### src/rtl/i2s_pkg.sv
// Shared types and constants for the I2S master controller.
package i2s_pkg;

  typedef enum logic [1:0] {
    IDLE = 2'd0,
    RUN  = 2'd1,
    STOP = 2'd2
  } state_t;

  localparam int DEF_BCLK_DIV    = 4;
  localparam int DEF_BITS_PER_CH = 16;
  localparam int DEF_DATA_W      = 16;

  // Width of the half-period counter that counts 0..div-1.
  function automatic int half_cnt_w(input int div);
    return (div <= 2) ? 1 : $clog2(div);
  endfunction

endpackage

### src/rtl/i2s_clkgen.sv
// Bit clock / word clock generator with frame strobe and wrap report.
// While clk_en is low every counter and clock output is held at 0, so a
// fresh RUN always starts from slot 0 with bclk low.
module i2s_clkgen
  import i2s_pkg::*;
#(
  parameter int BCLK_DIV    = DEF_BCLK_DIV,
  parameter int BITS_PER_CH = DEF_BITS_PER_CH
) (
  input  logic clk,
  input  logic rst,
  input  logic clk_en,       // clocking active (RUN or STOP)
  input  logic start,        // leaving IDLE this cycle: strobe the first frame
  input  logic stop_req,     // a wrap this cycle ends clocking: no strobe
  output logic bclk,
  output logic wclk,
  output logic frame_strobe,
  output logic wrap          // last slot ends this cycle
);

  localparam int HW    = half_cnt_w(BCLK_DIV);
  localparam int SLOTS = 2 * BITS_PER_CH;
  localparam int BW    = (SLOTS <= 2) ? 1 : $clog2(SLOTS);

  localparam logic [HW-1:0] HALF_LAST = HW'(BCLK_DIV - 1);
  localparam logic [BW-1:0] BIT_LAST  = BW'(SLOTS - 1);
  localparam logic [BW-1:0] BIT_RIGHT = BW'(BITS_PER_CH);

  logic [HW-1:0] half_q;
  logic [BW-1:0] bit_q;
  logic [BW-1:0] bit_next;
  logic          bclk_q;
  logic          wclk_q;
  logic          strobe_q;
  logic          half_end;
  logic          bclk_fall;

  // Decode half-period end, bclk falling toggle, next slot and frame wrap.
  always_comb begin
    half_end  = clk_en && (half_q == HALF_LAST);
    bclk_fall = half_end && bclk_q;
    bit_next  = (bit_q == BIT_LAST) ? '0 : bit_q + 1'b1;
    wrap      = bclk_fall && (bit_q == BIT_LAST);
  end

  // Counters and registered clock / strobe outputs.
  always_ff @(posedge clk or posedge rst) begin
    if (rst) begin
      half_q   <= '0;
      bit_q    <= '0;
      bclk_q   <= 1'b0;
      wclk_q   <= 1'b0;
      strobe_q <= 1'b0;
    end else if (!clk_en) begin
      half_q   <= '0;
      bit_q    <= '0;
      bclk_q   <= 1'b0;
      wclk_q   <= 1'b0;
      strobe_q <= start;
    end else begin
      half_q <= half_end ? '0 : half_q + 1'b1;
      if (half_end) begin
        bclk_q <= ~bclk_q;
      end
      if (bclk_fall) begin
        bit_q  <= bit_next;
        wclk_q <= (bit_next >= BIT_RIGHT);
      end
      strobe_q <= wrap && !stop_req;
    end
  end

  assign bclk         = bclk_q;
  assign wclk         = wclk_q;
  assign frame_strobe = strobe_q;

endmodule

### src/rtl/i2s_master_ctrl.sv
// I2S receive-path master: start/stop sequencing on whole frames plus a
// one-entry valid/ready buffer for received stereo pairs.
// Handshake: a pair is transferred on any sysclk edge where sample_valid
// and sample_ready are both high; sample_left/right are stable while
// sample_valid is high and not yet transferred.
module i2s_master_ctrl
  import i2s_pkg::*;
#(
  parameter int BCLK_DIV    = DEF_BCLK_DIV,
  parameter int BITS_PER_CH = DEF_BITS_PER_CH,
  parameter int DATA_W      = DEF_DATA_W
) (
  input  logic              sysclk,
  input  logic              rst,
  input  logic              enable,
  output logic              bclk,
  output logic              wclk,
  output logic              running,
  output logic              frame_strobe,
  input  logic [DATA_W-1:0] rx_left,
  input  logic [DATA_W-1:0] rx_right,
  input  logic              rx_rec_clk,
  output logic [DATA_W-1:0] sample_left,
  output logic [DATA_W-1:0] sample_right,
  output logic              sample_valid,
  input  logic              sample_ready,
  output logic              overrun,
  input  logic              clr_overrun,
  output state_t            dbg_state
);

  state_t state_q;
  logic   running_q;
  logic   wrap;
  logic   clk_en;
  logic   start;
  logic   stop_req;

  // Clocking is live outside IDLE; a wrap only ends clocking in STOP with
  // enable still low (enable high in STOP resumes RUN without a gap).
  always_comb begin
    clk_en   = (state_q != IDLE);
    start    = (state_q == IDLE) && enable;
    stop_req = (state_q == STOP) && !enable;
  end

  i2s_clkgen #(
    .BCLK_DIV    (BCLK_DIV),
    .BITS_PER_CH (BITS_PER_CH)
  ) u_clkgen (
    .clk          (sysclk),
    .rst          (rst),
    .clk_en       (clk_en),
    .start        (start),
    .stop_req     (stop_req),
    .bclk         (bclk),
    .wclk         (wclk),
    .frame_strobe (frame_strobe),
    .wrap         (wrap)
  );

  // Run/stop state machine with registered running flag.
  always_ff @(posedge sysclk or posedge rst) begin
    if (rst) begin
      state_q   <= IDLE;
      running_q <= 1'b0;
    end else begin
      case (state_q)
        IDLE: begin
          if (enable) begin
            state_q   <= RUN;
            running_q <= 1'b1;
          end
        end
        RUN: begin
          if (!enable) begin
            state_q <= STOP;
          end
        end
        STOP: begin
          if (enable) begin
            state_q <= RUN;
          end else if (wrap) begin
            state_q   <= IDLE;
            running_q <= 1'b0;
          end
        end
        default: begin
          state_q   <= IDLE;
          running_q <= 1'b0;
        end
      endcase
    end
  end

  assign running   = running_q;
  assign dbg_state = state_q;

  logic [DATA_W-1:0] left_q, left_d;
  logic [DATA_W-1:0] right_q, right_d;
  logic              valid_q, valid_d;
  logic              ovr_q, ovr_d;
  logic              consume;

  // Buffer next state: load when empty or draining, else drop and flag.
  always_comb begin
    left_d  = left_q;
    right_d = right_q;
    valid_d = valid_q;
    ovr_d   = ovr_q;
    consume = valid_q && sample_ready;
    if (clr_overrun) begin
      ovr_d = 1'b0;
    end
    if (rx_rec_clk) begin
      if (!valid_q || consume) begin
        left_d  = rx_left;
        right_d = rx_right;
        valid_d = 1'b1;
      end else begin
        ovr_d = 1'b1;
      end
    end else if (consume) begin
      valid_d = 1'b0;
    end
  end

  // Buffer registers.
  always_ff @(posedge sysclk or posedge rst) begin
    if (rst) begin
      left_q  <= '0;
      right_q <= '0;
      valid_q <= 1'b0;
      ovr_q   <= 1'b0;
    end else begin
      left_q  <= left_d;
      right_q <= right_d;
      valid_q <= valid_d;
      ovr_q   <= ovr_d;
    end
  end

  assign sample_left  = left_q;
  assign sample_right = right_q;
  assign sample_valid = valid_q;
  assign overrun      = ovr_q;

endmodule

### config.mk
export PLATFORM = sky130hd
export DESIGN_NAME = i2s_master_ctrl
export DESIGN_NICKNAME = d
export VERILOG_FILES = /design/src/rtl/i2s_pkg.sv /design/src/rtl/i2s_clkgen.sv /design/src/rtl/i2s_master_ctrl.sv
export SDC_FILE = /design/constraint.sdc
export NUM_CORES = 1
export LEC_CHECK = 0
export ABC_CLOCK_PERIOD_IN_PS = 1800
export CAP_MARGIN = 20
export CORE_ASPECT_RATIO = 1.25
export CORE_MARGIN = 5
export CORE_UTILIZATION = 37
export DETAILED_ROUTE_END_ITERATION = 10
export GPL_TIMING_DRIVEN = 0
export PLACE_DENSITY = 0.83
export SLEW_MARGIN = 0
export SYNTH_ARGS = -nofsm -noshare
export SYNTH_HDL_FRONTEND = slang
export SYNTH_SLANG_ARGS = --single-unit
### constraint.sdc
create_clock -name sysclk -period 1.8 [get_ports sysclk]
set_clock_uncertainty 0.05 [all_clocks]
set_input_delay 0.45 -clock sysclk [delete_from_list [all_inputs] [get_ports sysclk]]
set_output_delay 0.45 -clock sysclk [all_outputs]
set_load 0.01 [all_outputs]
==> flow_results.org, run 1 <==
** Power
- P_sw :: 661 uW
- The internal portion of the total power is 1870 uW.
- Summed over all cells, the static leakage comes to 0.00119 uW.
- Of the total power, the share spent switching nets is 0.261.
- Peak supply drop :: 0.000451 V
- The share of total power dissipated in the clock network is 0.241.
- Power density relative to cell area :: 898 nW/um^2
- The share of total power dissipated in combinational logic is 0.261.
- The share of total power dissipated in sequential elements is 0.497.

** STA
- Dividing the final minimum period by the clock period gives 0.966.
- Normalized max-slew margin :: 0.574
- Max frequency :: 575 MHz
- Endpoints failing hold :: 0
- For the pin with the worst max-slew slack, the measured transition is 0.636 ns.
- The number of max-slew violations in the final report came to 0.
- Setup repair after global routing left no endpoint under its margin.
- After layout, the minimum clock period comes to ~1.7 ns.
- Sum of negative setup slack :: 0 ns
- Total of endpoints with negative setup slack in the final report :: 0

** Setup path
- The critical path in this run is classified as primary input to flip-flop.
- Register-to-register path setup slack :: about 0.090 ns
- Reg2Reg Capture Point :: u_clkgen.bit_q[2]
- Worst path required time :: 1.93 ns
- The startpoint identified for the worst register-to-register timing path is u_clkgen.bit_q[1].
- Capture point of the critical path :: sample_right[2]
- Setup crit end kind :: flip-flop
- Timing startpoint of the critical path :: sample_ready
- Measured in cells, the most critical reg-to-reg path has a length of 5.
- Worst setup SP type :: primary input
- At the worst endpoint, the arrival time is between 1.5 and 2 ns.
- Largest fanout of any net on the critical path :: 10

** Yosys
- Synthesis produced a netlist with a net count of 169.
- Dominant synthesized flop cell :: sky130_fd_sc_hd__dfrtp_1
- Synthesis instantiated 24 different standard cells from the library.
- After synthesis, the share of flip-flops with an asynchronous set or reset is 1.00.
- Yosys mapped a number of flops with a built-in enable equal to 0.
- Each instance of the synthesized netlist takes up on average 14.1 sq um.
- Summed instance area of the synthesized netlist :: between 1500 and 2000 sq um
- Cells after Synth :: between 100 and 150
- For this run, the number of Yosys warnings is 0.
- For this run, the register share of the synthesized area comes to 0.638.
- Number of synthesized register bits :: 46

** Clocking
- CTS Root Cell :: sky130_fd_sc_hd__clkbuf_8
- After clock tree synthesis, the flow added hold-fix buffers numbering 0.
- The H-tree generated during clock tree synthesis spans 2 levels.
- The tree built by TritonCTS fans out to 46 sinks.
- Number of buffers inserted during clock tree synthesis :: 5
- CTS tree :: yes
- Clock-pin slew on the worst setup and hold paths :: 0.08 ns
- Worst skew pair latency :: roughly 0.29 ns
- Clock tree buffer depth :: 2

** Final layout
- The finished cells cover 2820 sq um.
- Final standard cell utilization of the core :: 0.596
- The layout has approximately 380 filler cells.
- Net count, final :: between 200 and 300
- The number of antenna diodes in the final layout is 0.
- Fraction of layout instances using a drive strength above 1 :: 0.272
- Multi-input gate area :: 653 sq um
- Total area of sequential cells :: around 1200 sq um
- Area delta synth->final :: 56.3%

** Placed design
- Buffers placed on the I/O ports in this run total 77.
- Sum of net half-perimeters after detailed placement :: 2900 um
- GPL Wtd Cong :: 0.697
- In this run the cell area measured after placement is between 2000 and 3000 sq um.

** Job
- Across the run, the number of max-cap violations was 0.

** Drt
- Total wirelength of the detailed-routed design :: 3890 um
- Via density per instance :: 4.77
- In the final routed layout, each cell accounts on average for ~14 um.
- The final route contains about 1300 vias.
- Initial drt markers :: 53
- Antenna violation net count after detailed routing :: 0
- In the routed design, unresolved DRC markers number 0.
- First drt pass iteration count :: 4

** Die
- In this run the vertical extent of the chip is 88.1 um.
- During I/O placement, the number of pins put on the boundary was 78.
- The die covers 6380 sq um.
- The total area inside the core boundary comes to around 4700 sq um.
- Width of the die :: 72.5 um
- Row generation in the floorplan step produced 28 rows.
- For this configuration, the core starts out at a cell density of 0.381.

** Outcome
- Result of the run :: finished, final reports clean

** Global routing
- Pin count of the biggest net entering global routing :: 29
- Global routing finished with a remaining overflow of 0.
- Across every metal layer, demand over resource in global routing totals 0.128.
- The initial antenna violation count is 0.
- Vias in the first global route :: 1409
- Wire length of the first global-routing pass :: approximately 6400 um

** Worst hold path
- Path class of the lowest-slack min-delay path :: flip-flop to flip-flop
- Cell count of the worst hold path :: 1
layout by cell type, fill, tap and decap left out, types with 2 or more instances in the layout:
cell / Yosys / layout
sky130_fd_sc_hd__clkdlybuf4s50_1: 0 / 75
sky130_fd_sc_hd__dfrtp_1: 46 / 45
sky130_fd_sc_hd__mux2_2: 32 / 32
sky130_fd_sc_hd__a21oi_1: 7 / 5
sky130_fd_sc_hd__nand3_1: 5 / 5
sky130_fd_sc_hd__clkbuf_8: 0 / 5
sky130_fd_sc_hd__nand2_1: 4 / 4
sky130_fd_sc_hd__buf_2: 4 / 4
sky130_fd_sc_hd__nor2_1: 4 / 4
sky130_fd_sc_hd__o21ai_0: 4 / 4
sky130_fd_sc_hd__inv_1: 4 / 3
sky130_fd_sc_hd__buf_4: 0 / 3
sky130_fd_sc_hd__nand2b_1: 2 / 2
sky130_fd_sc_hd__a21oi_2: 0 / 2
area by class of cell:
class,count,share of cell area
multi-input combinational,74,0.232
inverter,4,0.00532
sequential,46,0.409
timing repair buffer,81,0.289
clock buffer,5,0.0244
buffer,4,0.00710
clock inverter,3,0.00754
tap,60,0.0266
stage by stage:
stage | hold slack [ns] | power (uW) | instances | worst slack, ns
floorplan | 0.365 | 1550 | 128 | 0.0504
global placement | 0.378 | 1920 | 265 | -0.727
detailed placement | 0.378 | 1950 | 266 | -0.240
CTS | 0.401 | 2590 | 277 | 0.00898
global route | 0.408 | 2680 | 277 | 0.00825
finish | 0.402 | 2530 | 277 | 0.0605
cell usage after synthesis, types with 2 or more instances:
master,n,share of area
sky130_fd_sc_hd__dfrtp_1,46,0.64
sky130_fd_sc_hd__mux2_2,32,0.20
sky130_fd_sc_hd__a21oi_1,7,0.019
sky130_fd_sc_hd__nand3_1,5,0.014
sky130_fd_sc_hd__buf_2,4,0.011
sky130_fd_sc_hd__inv_1,4,0.0083
sky130_fd_sc_hd__nand2_1,4,0.0083
sky130_fd_sc_hd__nor2_1,4,0.0083
sky130_fd_sc_hd__o21ai_0,4,0.011
sky130_fd_sc_hd__ha_1,3,0.021
sky130_fd_sc_hd__nand2b_1,2,0.0069
worst min path at each step:
stage                                  start  slack [ns]                 end
after global placement    u_clkgen.half_q[0]        0.38  u_clkgen.half_q[0]
after global routing      u_clkgen.half_q[0]        0.41  u_clkgen.half_q[0]
after CTS                 u_clkgen.half_q[0]        0.40  u_clkgen.half_q[0]
after detailed placement  u_clkgen.half_q[0]        0.38  u_clkgen.half_q[0]
final                     u_clkgen.half_q[0]        0.40  u_clkgen.half_q[0]
after floorplan           u_clkgen.half_q[0]        0.36  u_clkgen.half_q[0]
flip-flops by register name, indices dropped and copies added (netlist names):
register,flops
running,1
sample_left,16
overrun,1
u_clkgen.half_q,2
u_clkgen.wclk,1
u_clkgen.frame_strobe,1
u_clkgen.bclk,1
sample_right,16
u_clkgen.bit_q,4
dbg_state,2
sample_valid,1
layer usage:
metal / global-route usage / share of wire
met1: 0.151 / 0.40
met3: 0.0367 / 0.079
met2: 0.225 / 0.52
met4: 0.0352 / 0.0049
met5: 0 / 0
what timing repair did:
action                                  in CTS  in global routing
endpoints found under the setup margin       5                  2
resized for setup                            3                  8
pin swaps                                    0                  1
buffers inserted                             3                  0
hold endpoints to repair                     0                  0
logic make-up (layout without fill, tap and decap cells):
family / count (synthesis) / in the layout / synth area share
compound gates: 16 / 16 / 0.0499
xor+xnor: 1 / 1 / 0.00486
simple gates: 22 / 22 / 0.0673
buf+inv: 8 / 97 / 0.0194
fa+ha+maj: 3 / 3 / 0.0208
mux: 32 / 32 / 0.200
flops: 46 / 46 / 0.638
power by group through the flow:
stage | Sequential [uW] | Clock, uW | Combinational [uW]
after global placement | 1280 | 0 | 646
after floorplan | 1340 | 0 | 209
after detailed placement | 1280 | 0 | 663
after global routing | 1280 | 685 | 713
after CTS | 1260 | 654 | 672
final | 1260 | 611 | 662
critical path: stages:
cell                              delay (ns)
sky130_fd_sc_hd__clkdlybuf4s50_1        0.40
sky130_fd_sc_hd__nand2b_1               0.18
sky130_fd_sc_hd__nand2_1                0.18
sky130_fd_sc_hd__buf_2                  0.29
sky130_fd_sc_hd__mux2_2                 0.36
Note: power is estimated with default switching activity, not from simulation.
==> inputs of run 2 (changes only) <==
- ABC_CLOCK_PERIOD_IN_PS: 1800 -> unset
- clock period: 1.8 -> 1.5 ns (I/O delays scaled with it)
==> flow_results.org, run 2 (same netlist as run 1, synthesis figures left out) <==
** Power
- Total Power :: 3140 uW (was 2530 uW)
- Clock share of power :: 0.283 (was 0.241)
- Seq pwr share :: 0.473 (was 0.497)
- The switching part of the total power came to 0.253 (was 0.261).
- The leakage power came to 0.00131 uW (was 0.00119 uW).
- The cell internal power dissipation came to 2350 uW (was 1870 uW).
- P_sw :: 794 uW (was 661 uW)
- The total power density per cell area was 1080 nW/um^2 (was 898 nW/um^2).
- The share of power burned in combinational logic is 0.244 (was 0.261).
- Peak supply drop :: 0.000685 V (was 0.000451 V)

** Setup path
- Register-to-register path setup slack :: -0.16 ns (was 0.09 ns)
- The type of element capturing the critical path is a flip-flop (unchanged).
- Path type of the worst setup path :: flip-flop to flip-flop (was primary input to flip-flop)
- The end of the worst register-to-register path is u_clkgen.bit_q[2] (unchanged).
- Largest fanout of any net on the critical path :: 4 (was 10)
- The beginning of the worst register-to-register path was u_clkgen.bit_q[1] (unchanged).
- The worst setup path endpoint is u_clkgen.bit_q[2] (was sample_right[2]).
- Depth of the most critical reg-to-reg path :: 5 (unchanged)
- The worst setup path startpoint was u_clkgen.bit_q[1] (was sample_ready).
- CP arrival :: 1.82 ns (was 1.87 ns)
- Worst path required time :: 1.67 ns (was 1.93 ns)
- The element type at the critical path start was a flip-flop (was primary input).

** Die
- Die ar. :: 6380 sq um (unchanged)
- The die outline width came to 72.5 um (unchanged).
- Count of standard-cell rows :: 28 (unchanged)
- Die outline height :: 88.1 um (unchanged)
- Starting density of the core :: 0.381 (unchanged)
- The number of top-level design ports was 78 (unchanged).
- The placeable core region is 4730 sq um (unchanged).

** Drt
- Post-route DRC violation count :: 0 (unchanged)
- Via density per instance :: 4.81 (was 4.77)
- The detailed-routing iteration count for the pre-antenna-repair pass came to 4 (unchanged).
- Antenna violation net count after detailed routing :: 0 (unchanged)
- The wire length per cell after detailed routing came to 14.9 um (was 14.0 um).
- The final wirelength is 4250 um (was 3890 um).
- Routed via count :: 1376 (was 1322)
- Initial drt markers :: 56 (was 53)

** Global routing
- Congestion Overflow GR :: 0 (unchanged)
- The wire length of the first global-routing pass came to 6640 um (was 6410 um).
- The combined global-route utilization of all metal layers is 0.133 (was 0.128).
- The initial antenna violation count was 0 (unchanged).
- The number of global-route vias before repair was 1426 (was 1409).
- Pin count of the biggest net entering global routing :: 47 (was 29)

** Clocking
- Number of buffers inserted during clock tree synthesis :: 5 (unchanged)
- The library cell used as clock root buffer is sky130_fd_sc_hd__clkbuf_8 (unchanged).
- Clock tree buffer depth :: 2 (unchanged)
- Clk sink count :: 46 (unchanged)
- Worst skew pair latency :: 0.29 ns (about the same)
- Hold buffer count at cts :: 0 (unchanged)
- Clock-pin slew on the worst setup and hold paths :: 0.08 ns (about the same)
- Number of levels in the clock H-tree :: 2 (unchanged)
- CTS tree :: yes (unchanged)

** STA
- Count of pins over their slew limit :: 0 (unchanged)
- Based on the critical path, the design can be clocked at up to 603 MHz.
- Of the available clock period, the critical path in the final layout requires 1.10.
- Endpoints failing hold :: 0 (unchanged)
- Total of endpoints with negative setup slack in the final report :: 3 (was 0)
- Slew of the pin with the lowest slew margin :: 0.559 ns (was 0.636 ns)
- Final critical-path required period :: 1.66 ns
- The headroom to the max-slew limit was 0.626 (was 0.574).
- The setup slack of the critical path after layout came to -0.157 ns (was 0.0605 ns).
- Setup repair after global routing missed its margin :: yes (was no)
- The worst hold slack across all endpoints was 0.279 ns (was 0.402 ns).

** Placed design
- The post-detailed-placement half-perimeter wirelength was 2920 um (was 2900 um).
- Post-placement cell area :: 2670 sq um (about the same)
- Total placed cells including tap cells :: 265 (was 266)
- The global placer's final weighted congestion was 0.683 (was 0.697).
- # port buffers :: 77 (unchanged)

** Final layout
- The number of antenna diodes was 0 (unchanged).
- The most frequent standard cell in the layout excluding fill and tap cells is sky130_fd_sc_hd__dfrtp_1 (was sky130_fd_sc_hd__clkdlybuf4s50_1).
- Most frequent cells in the layout :: sky130_fd_sc_hd__dfrtp_1 (45), sky130_fd_sc_hd__dlygate4sd2_1 (40), sky130_fd_sc_hd__clkdlybuf4s50_1 (37), sky130_fd_sc_hd__mux2_2 (32), sky130_fd_sc_hd__buf_4 (11) (was sky130_fd_sc_hd__clkdlybuf4s50_1 (75), sky130_fd_sc_hd__dfrtp_1 (45), sky130_fd_sc_hd__mux2_2 (32))
- Net count, final :: 266 (was 257)
- The post-layout instance count excluding filler cells came to 286 (was 277).
- Non-Filler Cell Area, Final :: 2920 sq um (was 2820 sq um)
- The layout overhead on the synthesized area is 62.0% (was 56.3%).
- The layout cell share with drive strength beyond 1 was 0.296 (was 0.272).

** Job
- Max-cap violations :: 0 (unchanged)

** Outcome
- The final reports fail on setup timing.
- Result of the run :: finished with violations (was finished, final reports clean)

** Worst hold path
- Path class of the lowest-slack min-delay path :: primary input to async pin (was flip-flop to flip-flop)
-- run 2: repair_timing --
action	4_1_cts	5_1_grt
setup endpoints to repair	74	36
resized for setup	51	7
buffers inserted	8	3
pin swaps	3	4
gates cloned	0	1
-- run 2: power groups by stage --
stage | clock [uW] | combinational (uW) | sequential (uW)
after floorplan | 0 | 252 | 1610
after global placement | 0 | 774 | 1530
after detailed placement | 0 | 791 | 1540
after CTS | 932 | 748 | 1490
after global routing | 985 | 833 | 1520
final | 891 | 766 | 1490
-- run 2: worst max-delay path, cell delays in order, from the launching register on --
cell	delay, ns
sky130_fd_sc_hd__dfrtp_1	0.39
sky130_fd_sc_hd__ha_2	0.19
sky130_fd_sc_hd__and3_4	0.17
sky130_fd_sc_hd__ha_4	0.16
sky130_fd_sc_hd__or4b_1	0.48
sky130_fd_sc_hd__a21oi_1	0.14
-- run 2: through the flow --
step | setup WS, ns | setup TNS, ns | util
floorplan | -0.0963 | -0.143 | -
global placement | -0.424 | -18.01 | 0.565
detailed placement | -0.460 | -19.53 | 0.565
CTS | -0.135 | -0.310 | 0.598
global route | -0.211 | -0.984 | 0.618
finish | -0.157 | -0.338 | 0.618
-- run 2: worst min-delay path by stage --
stage | start | to | cells after the start
2_1_floorplan | rst | dbg_state[0] | 1
5_1_grt | rst | u_clkgen.frame_strobe | 2
3_3_place_gp | u_clkgen.half_q[0] | u_clkgen.half_q[0] | 1
3_5_place_dp | u_clkgen.half_q[0] | u_clkgen.half_q[0] | 1
4_1_cts | u_clkgen.half_q[0] | u_clkgen.half_q[0] | 1
6_report | rst | u_clkgen.frame_strobe | 2
-- run 2: layer usage --
| layer | vias up | track usage | part of all wire |
|---|---|---|---|
| met2 | 52 | 0.227 | 0.53 |
| met3 | 2 | 0.0425 | 0.081 |
| li1 | 647 | - | - |
| met4 | 0 | 0.0352 | 0.0052 |
| met1 | 675 | 0.162 | 0.38 |
| met5 | - | 0 | 0 |
-- run 2: final cells by class --
type                    count  area, sq um
fillers                   401         1810
flip-flops and latches     46         1150
repair buffers             90          848
multi-input cells          74          669
well taps                  60         75.1
clock buffers               6         72.6
plain buffers               4         48.8
clock inverters             2         37.5
inverters                   4         18.8
